===== config.mk =====
export PLATFORM = sky130hd
export DESIGN_NAME = dpram_be_wseq
export DESIGN_NICKNAME = d
export VERILOG_FILES = /design/src/rtl/dpram_be_wseq_pkg.sv /design/src/rtl/dpram_be_lsb_pick.sv /design/src/rtl/dpram_be_wseq.sv
export SDC_FILE = /design/constraint.sdc
export NUM_CORES = 1
export LEC_CHECK = 0
export ABC_AREA = 0
export CAP_MARGIN = 20
export CORE_ASPECT_RATIO = 1.75
export CORE_UTILIZATION = 36
export DETAILED_ROUTE_END_ITERATION = 8
export PLACE_DENSITY = 0.77
export SYNTH_ARGS = -nofsm -noshare
export SYNTH_HDL_FRONTEND = slang
export SYNTH_SLANG_ARGS = --single-unit

===== constraint.sdc =====
create_clock -name clk -period 2.9 [get_ports clk]
set_input_delay 0.58 -clock clk [delete_from_list [all_inputs] [get_ports clk]]
set_output_delay 0.58 -clock clk [all_outputs]
set_load 0.02 [all_outputs]

===== src/rtl/dpram_be_wseq_pkg.sv =====
// dpram_be_wseq_pkg: shared types and sizing helpers for the dpram_be write sequencer.
//   wseqState_e : sequencer state (StIdle, StWrite)
//   nByteOf     : number of byte lanes in a word
//   log2Ceil    : address / index width for a given depth (minimum 1)
package dpram_be_wseq_pkg;

  typedef enum logic [0:0] {
    StIdle  = 1'b0,
    StWrite = 1'b1
  } wseqState_e;

  function automatic int unsigned nByteOf(input int unsigned dataW, input int unsigned byteW);
    return dataW / byteW;
  endfunction

  function automatic int unsigned log2Ceil(input int unsigned depth);
    int unsigned w;
    w = 1;
    while ((32'd1 << w) < depth) begin
      w++;
    end
    return w;
  endfunction

endpackage


===== src/rtl/dpram_be_lsb_pick.sv =====
// dpram_be_lsb_pick: lowest-set-bit priority encoder.
//   req    in  N     request vector
//   oneHot out N     one-hot of the lowest set bit of req (zero if req is zero)
//   idx    out IDXW  index of the lowest set bit (zero if req is zero)
//   vld    out 1     req has at least one bit set
module dpram_be_lsb_pick
  import dpram_be_wseq_pkg::*;
#(
  parameter int unsigned N = 10,
  localparam int unsigned IDXW = log2Ceil(N)
) (
  input  logic [N-1:0]    req,
  output logic [N-1:0]    oneHot,
  output logic [IDXW-1:0] idx,
  output logic            vld
);

  // Scan from the top down so the last hit, i.e. the lowest bit, wins.
  always_comb begin
    oneHot = '0;
    idx    = '0;
    vld    = 1'b0;
    for (int i = int'(N) - 1; i >= 0; i--) begin
      if (req[i]) begin
        oneHot    = '0;
        oneHot[i] = 1'b1;
        idx       = IDXW'(i);
        vld       = 1'b1;
      end
    end
  end

endmodule


===== src/rtl/dpram_be_wseq.sv =====
// dpram_be_wseq: write sequencer and port-A arbiter in front of dpram_be.
//
// Accepts full-width masked word writes and serialises them into per-byte RAM
// writes on dpram_be port A (one BYTEW datum broadcast to all lanes, qualified by
// a lane-enable mask). Port A is shared with a full-width read channel; reads win
// arbitration in IDLE and are locked out while a word write is being serialised,
// so a port-A read never observes a partially written word.
//
// Build option: define DPRAM_BE_WSEQ_COALESCE_EN to let one write cycle cover every
// remaining enabled byte that carries the same value as the lowest pending byte.
// Without it each write cycle enables exactly one lane. Final RAM contents match.
//
// Ports:
//   clk      in   1      clock
//   rst      in   1      asynchronous active-low reset
//   wVld     in   1      word-write request valid
//   wRdy     out  1      word-write request ready
//   wAddr    in   ADDRW  word-write address
//   wData    in   DATAW  word-write data
//   wBe      in   NBYTE  word-write byte mask (zero is legal: consumed, no RAM write)
//   rVld     in   1      read request valid
//   rRdy     out  1      read request ready
//   rAddr    in   ADDRW  read address
//   rDv      out  1      read data valid, one cycle after read acceptance
//   rData    out  DATAW  read data (pass-through of ramRData)
//   busy     out  1      word write in progress
//   ramWEnb  out  1      dpram_be wEnbA
//   ramBEnb  out  NBYTE  dpram_be bEnbA
//   ramAddr  out  ADDRW  dpram_be addrA
//   ramWData out  BYTEW  dpram_be wDataA
//   ramRData in   DATAW  dpram_be rDataA
module dpram_be_wseq
  import dpram_be_wseq_pkg::*;
#(
  parameter int unsigned MEMD  = 1024,
  parameter int unsigned DATAW = 90,
  parameter int unsigned BYTEW = 9,
  localparam int unsigned NBYTE = nByteOf(DATAW, BYTEW),
  localparam int unsigned ADDRW = log2Ceil(MEMD)
) (
  input  logic             clk,
  input  logic             rst,
  input  logic             wVld,
  output logic             wRdy,
  input  logic [ADDRW-1:0] wAddr,
  input  logic [DATAW-1:0] wData,
  input  logic [NBYTE-1:0] wBe,
  input  logic             rVld,
  output logic             rRdy,
  input  logic [ADDRW-1:0] rAddr,
  output logic             rDv,
  output logic [DATAW-1:0] rData,
  output logic             busy,
  output logic             ramWEnb,
  output logic [NBYTE-1:0] ramBEnb,
  output logic [ADDRW-1:0] ramAddr,
  output logic [BYTEW-1:0] ramWData,
  input  logic [DATAW-1:0] ramRData
);

  localparam int unsigned IDXW = log2Ceil(NBYTE);

  wseqState_e       stateQ, stateD;
  logic [NBYTE-1:0] remQ, remD;
  logic [ADDRW-1:0] addrQ, addrD;
  logic [DATAW-1:0] dataQ, dataD;
  logic             rDvQ;

  logic [NBYTE-1:0] pickOneHot;
  logic [IDXW-1:0]  pickIdx;
  logic             pickVld;
  logic [BYTEW-1:0] pickByte;
  logic [NBYTE-1:0] writeMask;

  logic             idle;
  logic             readAcc;
  logic             writeAcc;

  dpram_be_lsb_pick #(
    .N (NBYTE)
  ) uPick (
    .req    (remQ),
    .oneHot (pickOneHot),
    .idx    (pickIdx),
    .vld    (pickVld)
  );

  // Byte value of the lowest pending lane; broadcast on ramWData.
  always_comb begin
    pickByte = '0;
    for (int j = 0; j < int'(NBYTE); j++) begin
      if (pickIdx == IDXW'(j)) begin
        pickByte = dataQ[j*BYTEW +: BYTEW];
      end
    end
  end

`ifdef DPRAM_BE_WSEQ_COALESCE_EN
  // Every pending lane holding the same value as the picked lane can share the
  // broadcast datum. The picked lane is OR-ed back in so progress never relies
  // on the comparator alone.
  logic [NBYTE-1:0] matchMask;

  always_comb begin
    matchMask = '0;
    for (int j = 0; j < int'(NBYTE); j++) begin
      matchMask[j] = (dataQ[j*BYTEW +: BYTEW] == pickByte);
    end
  end

  assign writeMask = (remQ & matchMask) | pickOneHot;
`else
  assign writeMask = pickOneHot;
`endif

  // Handshakes are gated by rst so both readies read low throughout reset.
  assign idle     = (stateQ == StIdle);
  assign rRdy     = rst & idle;
  assign wRdy     = rst & idle & ~rVld;
  assign readAcc  = rRdy & rVld;
  assign writeAcc = wRdy & wVld;

  assign busy  = (stateQ == StWrite);
  assign rDv   = rDvQ;
  assign rData = ramRData;

  always_comb begin
    stateD   = stateQ;
    remD     = remQ;
    addrD    = addrQ;
    dataD    = dataQ;
    ramWEnb  = 1'b0;
    ramBEnb  = '0;
    ramAddr  = '0;
    ramWData = '0;

    case (stateQ)
      StIdle: begin
        if (readAcc) begin
          ramAddr = rAddr;
        end else if (writeAcc) begin
          addrD = wAddr;
          dataD = wData;
          remD  = wBe;
          // An empty mask is consumed here without touching the RAM.
          if (wBe != '0) begin
            stateD = StWrite;
          end
        end
      end

      StWrite: begin
        ramWEnb  = pickVld;
        ramBEnb  = writeMask;
        ramAddr  = addrQ;
        ramWData = pickByte;
        remD     = remQ & ~writeMask;
        if (remD == '0) begin
          stateD = StIdle;
        end
      end

      default: begin
        stateD = StIdle;
        remD   = '0;
      end
    endcase
  end

  always_ff @(posedge clk or negedge rst) begin
    if (!rst) begin
      stateQ <= StIdle;
      remQ   <= '0;
      addrQ  <= '0;
      dataQ  <= '0;
      rDvQ   <= 1'b0;
    end else begin
      stateQ <= stateD;
      remQ   <= remD;
      addrQ  <= addrD;
      dataQ  <= dataD;
      rDvQ   <= readAcc;
    end
  end

endmodule


==> metrics.yaml, run 1 <==
worst_setup_path:
  cp.arrival_ns: 2.94
  rr_endpoint: "busy"
  r2r_slack_ns: 0.46
  reg2reg_depth: 7
  crit_path_max_fanout: 6
  endpoint_kind: "output pin"
  endpoint: "ramWData[5]"
  r2r-start: "remQ[3]"
  startpoint: "remQ[6]"
  crit_required_ns: 2.32
  cp-start-kind: "register"
  critPathKind: "register to output pin"
global_routing:
  grtUsageTotal_pct: 29.0
  antenna_found_initial: 1
  grt_overflow_total: 0
  grt_pass1_wl_mm: 36.1
  grt_pass1_vias: 5353
  grt_max_degree: 62
synthesis:
  synthesis.nets: 766
  synth_area_mm2: 0.00617
  synth-seq-cells: 112
  synth_edf_count: 0
  yosysUniqueCellTypes: 50
  synth_cells: 552
  ys_warn_count: 0
  avgSynthCellArea_um2: 11.2
  yosysSeqAreaShare_pct: 45.4
  ys.flop_type: "dfrtp_1"
  ys_async_sr_fraction_pct: 100
timing:
  max_slew_margin_pct: 49.6
  timing.setup.tns_ns: -4.85
  setup_viol: 9
  finalMaxSlewViolations: 0
  finalCriticalPeriod_ns: 3.52
  period_share_pct: 121
  fmax_mhz: 284
  worst_pin_slew_ns: 0.755
  fin_worst_skew_ns: 0.0113
  final_hold_viol_count: 0
  rsz0062_at_grt: "true"
  holdWs_ns: 0.397
  setup_ws_ns: -0.623
cells_and_area:
  seq_area_mm2: 0.00280
  stdcell_area_mm2: 0.00849
  layoutNonFillerInstCount: 912
  fillers: 1530
  multi_input_area_mm2: 0.00282
  final_util_pct: 50.3
  drive_gt1_share_pct: 38.7
  layout.nets: 893
  syn2layout_area_growth_pct: 37.6
placement:
  port_buffers: 157
  dpl-instance-area_mm2: 0.00793
  place_inst: 888
  gp_congestion: 0.980
  dp.final_hpwl_mm: 20.9
route:
  vias_per_cell: 5.58
  wl_per_cell_um: 27.7
  drt-initial-drc-count: 279
  drc_errors: 0
  drt-total-wl_mm: 25.3
  antenna_left: 0
  vias: 5091
  first_pass_iters: 5
die:
  start_util_pct: 36.6
  fp.dieW_um: 101
  dieArea_mm2: 0.0177
  ios: 338
  fp-row-count: 63
  coreArea_mm2: 0.0169
  die_h_um: 175
pwr:
  p_int_uw: 5830
  seqPwrFrac_pct: 28.8
  power.share.clock_pct: 13.4
  p_switching_uw: 3980
  power-per-cell-area_mw_per_mm2: 1160
  ir_drop_mv: 0.554
  leakage_uw: 0.00342
  combPwrFrac_pct: 57.7
  p_sw_share_pct: 40.5
hold_path:
  hold_class: "input pin to asynchronous set/reset pin"
cts:
  clock_path_buffers: 2
  cts_tree: "done"
  cts_hold_buf: 0
  cts_made_buffers: 9
  clock_tree.root_cell: "clkbuf_16"
  clk_latency_ns: 0.35
  clk_pin_slew_ns: 0.08
  htree_levels: 3
  cts_sinks: 112
run:
  drv_cap: 0
outcome:
  status: "complete, but fails checks"
  failed_checks: "negative setup slack"
-- metrics by stage --
stage | total power (µW) | setup WS, ns
final | 9810 | -0.623
after global routing | 10300 | -0.724
after CTS | 9550 | -0.642
after detailed placement | 7880 | -0.847
after global placement | 7800 | -0.827
after floorplan | 5610 | -0.0768
-- cell usage after synthesis (all sizes together) (2+ instances only) --
master / instances / area, µm²
dfrtp: 112 / 2800
mux2: 100 / 1130
buf: 94 / 701
clkbuf: 29 / 109
a21oi: 27 / 135
o21ai: 27 / 139
a22o: 17 / 149
a221oi: 16 / 140
nor2: 16 / 60.1
a211oi: 10 / 75.1
a22oi: 9 / 67.6
nand2: 9 / 33.8
nor3: 9 / 50.1
o311a: 9 / 90.1
or4: 8 / 63.8
a21o: 6 / 45.0
inv: 5 / 18.8
nand3: 5 / 25.0
nor4: 5 / 31.3
and3: 4 / 25.0
or2: 4 / 25.0
or3: 4 / 25.0
and2: 3 / 18.8
nor2b: 3 / 18.8
o21bai: 2 / 15.0
o22ai: 2 / 12.5
-- kinds of logic after synthesis --
family / synth area share [%]
AOI/OAI and AO/OA: 16.0
buffers and inverters: 13.4
DFF: 45.4
muxes: 18.3
and+or+nand+nor: 6.82
-- how the worst min path moves through the flow --
stage	to	slack [ns]	depth (start not counted)
floorplan	addrQ[0]	0.28	0
global placement	addrQ[5]	0.49	1
detailed placement	dataQ[65]	0.50	1
CTS	addrQ[3]	0.42	2
global route	dataQ[4]	0.44	2
finish	dataQ[57]	0.40	2
-- critical path, cell delays in order (launching register included) --
cell,delay (ns)
dfrtp_1,0.42
or4_4,0.55
o41ai_4,0.26
buf_6,0.18
buf_6,0.11
o21ai_1,0.06
o311a_1,0.29
or4_4,0.50
o21ai_4,0.08
buf_6,0.14
-- power groups by stage --
stage | Sequential, µW | Combinational (µW) | Clock (µW)
6_report | 2830 | 5660 | 1320
2_1_floorplan | 2570 | 3040 | 0
3_3_place_gp | 2820 | 4970 | 0
4_1_cts | 2820 | 5400 | 1330
3_5_place_dp | 2840 | 5030 | 0
5_1_grt | 2910 | 6000 | 1400
-- sequential cells by signal (all words and copies together) (netlist names) --
signal and count:
addrQ 10, remQ 10, busy 1, dataQ 90, rDv 1
-- routing by layer --
metal  track usage (%)  part of all wire [%]  wire, µm  vias to the layer above
met1              26.5                    29      7250                     2474
met5                 0                     0         0                        -
met2              46.5                    48     12200                      237
met3              15.4                    14      3460                      156
met4              24.5                   9.5      2400                        0
li1                  -                     -         -                     2224
-- layout make-up --
cell class | count | area share [%]
Antenna cell | 1 | 0.0295
Clock inverter | 6 | 0.899
Timing Repair Buffer | 239 | 26.5
Multi-Input combinational cell | 312 | 33.2
Inverter | 5 | 0.221
Tap cell | 227 | 3.35
Sequential cell | 112 | 33.0
Clock buffer | 10 | 2.82
-- placed cells by master (no fill, tap or decap), types with 7 or more instances in the layout --
cell type	count
o21ai_1	11
clkbuf_16	9
buf_4	77
a211oi_1	9
or4_4	7
dfrtp_1	112
a21oi_1	25
o21ai_0	8
a221oi_1	14
mux2_2	100
a22o_1	17
buf_6	16
nand2_1	7
a22oi_1	9
nor2_1	12
clkdlybuf4s50_1	140
o311a_1	9
-- what timing repair did --
action / CTS / global route
pin swaps: 10 / 6
setup endpoints to repair: 22 / 14
buffers inserted: 5 / 2
resized for setup: 87 / 21
Power figures use the tool's default switching activity.
==> run 2: changes to the inputs <==
--- a/config.mk
+++ b/config.mk
@@ -7,10 +7,11 @@
 export LEC_CHECK = 0
 export ABC_AREA = 0
 export CAP_MARGIN = 20
-export CORE_ASPECT_RATIO = 1.75
+export CORE_ASPECT_RATIO = 1.25
 export CORE_UTILIZATION = 36
 export DETAILED_ROUTE_END_ITERATION = 8
 export PLACE_DENSITY = 0.77
+export REMOVE_ABC_BUFFERS = 1
 export SYNTH_ARGS = -nofsm -noshare
 export SYNTH_HDL_FRONTEND = slang
 export SYNTH_SLANG_ARGS = --single-unit
==> metrics.yaml, run 2 (synthesis results as in run 1) <==
cts:
  clk_pin_slew_ns: 0.08  # about the same
  cts_made_buffers: 9  # unchanged
  cts_tree: "done"  # unchanged
  cts_sinks: 112  # unchanged
  clock_tree.root_cell: "clkbuf_16"  # unchanged
  clk_latency_ns: 0.37  # was 0.35 ns
  htree_levels: 3  # unchanged
  cts_hold_buf: 0  # unchanged
  clock_path_buffers: 2  # unchanged
cells_and_area:
  seq_area_mm2: 0.00280  # unchanged
  top_regs: "dataQ x90, addrQ x10, remQ x10"  # unchanged
  largest_register_ffs: 90  # unchanged
  drive_gt1_share_pct: 38.2  # was 38.7%
  layout.nets: 895  # was 893
  largest-register: "dataQ"  # unchanged
  multi_input_area_mm2: 0.00285  # was 0.00282 mm²
  layout_common_cells: "132 x clkdlybuf4s50_1, 112 x dfrtp_1, 100 x mux2_2"  # was 140 x clkdlybuf4s50_1, 112 x dfrtp_1, 100 x mux2_2
  syn2layout_area_growth_pct: 38.2  # was 37.6%
  diodes: 0  # was 1
  layoutNonFillerInstCount: 906  # was 912
  final_common_cell: "clkdlybuf4s50_1"  # unchanged
  fillers: 1449  # was 1530
route:
  top_layer_used: "met5"  # was met4
  drt-initial-drc-count: 363  # was 279
  drc_errors: 0  # unchanged
  first_pass_iters: 5  # unchanged
  wl_per_cell_um: 32.5  # was 27.7 µm
  vias: 5279  # was 5091
  vias_per_cell: 5.83  # was 5.58
  drt-total-wl_mm: 29.5  # was 25.3 mm
  antenna_left: 0  # unchanged
  wl_met3_mm: 5.18  # was 3.46 mm
  wl_met2_mm: 13.1  # was 12.2 mm
  wl_met1_mm: 10.2  # was 7.25 mm
die:
  dieArea_mm2: 0.0177  # about the same
  fp-row-count: 53  # was 63
  fp.dieW_um: 119  # was 101 µm
  ios: 338  # unchanged
  coreArea_mm2: 0.0168  # was 0.0169 mm²
  die_h_um: 148  # was 175 µm
  start_util_pct: 36.8  # was 36.6%
timing:
  period_share_pct: 122  # was 121%
  setup_ws_ns: -0.635  # was -0.623 ns
  max_slew_margin_pct: 37.4  # was 49.6%
  final_hold_viol_count: 0  # unchanged
  timing.setup.tns_ns: -5.01  # was -4.85 ns
  finalCriticalPeriod_ns: 3.54  # was 3.52 ns
  setup_viol: 9  # unchanged
  fin_worst_skew_ns: 0.00856  # was 0.0113 ns
  finalMaxSlewViolations: 0  # unchanged
  worst_pin_slew_ns: 0.938  # was 0.755 ns
  holdWs_ns: 0.308  # was 0.397 ns
  fmax_mhz: 283  # was 284 MHz
  rsz0062_at_grt: "true"  # unchanged
placement:
  dp.final_hpwl_mm: 23.6  # was 20.9 mm
  place_inst: 880  # was 888
  gp_congestion: 0.919  # was 0.980
  pre_cts_slack_ns: -0.913  # was -0.847 ns
  port_buffers: 157  # unchanged
worst_setup_path:
  crit_path_max_fanout: 3  # was 6
  critPathKind: "register to output pin"  # unchanged
  endpoint_kind: "output pin"  # unchanged
  cp-start-kind: "register"  # unchanged
  cp.arrival_ns: 2.96  # was 2.94 ns
  crit_required_ns: 2.32  # about the same
global_routing:
  grt_pass1_wl_mm: 40.5  # was 36.1 mm
  grt_max_degree: 76  # was 62
  antenna_found_initial: 0  # was 1
  grt_pass1_vias: 5302  # was 5353
  grtUsageTotal_pct: 33.2  # was 29.0%
  grt_overflow_total: 0  # unchanged
outcome:
  failed_checks: "negative setup slack"  # unchanged
  status: "complete, but fails checks"  # unchanged
pwr:
  ir_drop_mv: 0.478  # was 0.554 mV
  power_uw: 9710  # was 9810 µW
  power-per-cell-area_mw_per_mm2: 1140  # was 1160 mW/mm²
  leakage_uw: 0.00357  # was 0.00342 µW
hold_path:
  hold_class: "input pin to asynchronous set/reset pin"  # unchanged
run:
  drv_cap: 0  # unchanged
run 2: changes by cell type in the layout (fill, tap and decap cells not counted), moves of 3 or more:
cell,delta
dlygate4sd2_1,+3
inv_6,+3
nor2_2,-3
o21ai_0,+5
dlymetal6s2s_1,+8
clkdlybuf4s50_1,-8
run 2: worst max-delay path, cell delays in order, from the launching register on:
cell	delay, ns
dfrtp_1	0.39
or4_4	0.57
o41ai_4	0.27
buf_2	0.21
o21ai_1	0.07
o311a_1	0.30
or4_1	0.53
o21ai_1	0.10
buf_4	0.16
run 2: path summary, 6_finish.rpt:
check	startpoint	end	slack, ns	cells past startpoint
min	rst	dataQ[29]	0.31	2
min reg2reg	dataQ[59]	dataQ[59]	0.51	1
min in group clk	dataQ[59]	dataQ[59]	0.51	1
max	remQ[4]	ramWData[8]	-0.64	8
max in group asynchronous	rst	dataQ[27]	1.26	3
max reg2reg	remQ[2]	busy	0.39	7
run 2: timing repair:
item                                    CTS  global route
endpoints found under the setup margin   14            23
pin swaps                                18            18
gates resized for setup                 117            34
hold endpoints to repair                  0             0
buffers inserted                          5             6
gates cloned                              1             0
run 2: area by class of cell:
| cell class | instances | area share, % |
|---|---|---|
| timing repair buffer | 241 | 26.6 |
| tap | 220 | 3.23 |
| clock inverter | 7 | 0.954 |
| clock buffer | 9 | 2.64 |
| multi-input combinational | 312 | 33.4 |
| sequential | 112 | 32.9 |
| inverter | 5 | 0.220 |
run 2: power by group:
part,switching [µW],internal [µW],total (µW)
Clock,655,621,1280
Sequential,507,2260,2760
Combinational,2750,2920,5670
Total,3910,5800,9710
run 2: metrics by stage:
stage,utilization (%),area [µm²]
finish,50.8,8520
global route,50.8,8520
CTS,49.9,8360
detailed placement,46.5,7800
global placement,46.5,7800
floorplan,-,5360
run 2: per-layer routing:
metal | global-route usage [%] | up-vias
li1 | - | 2220
met1 | 34.4 | 2567
met2 | 50.8 | 437
met3 | 26.0 | 49
met4 | 8.80 | 6
met5 | 11.1 | -
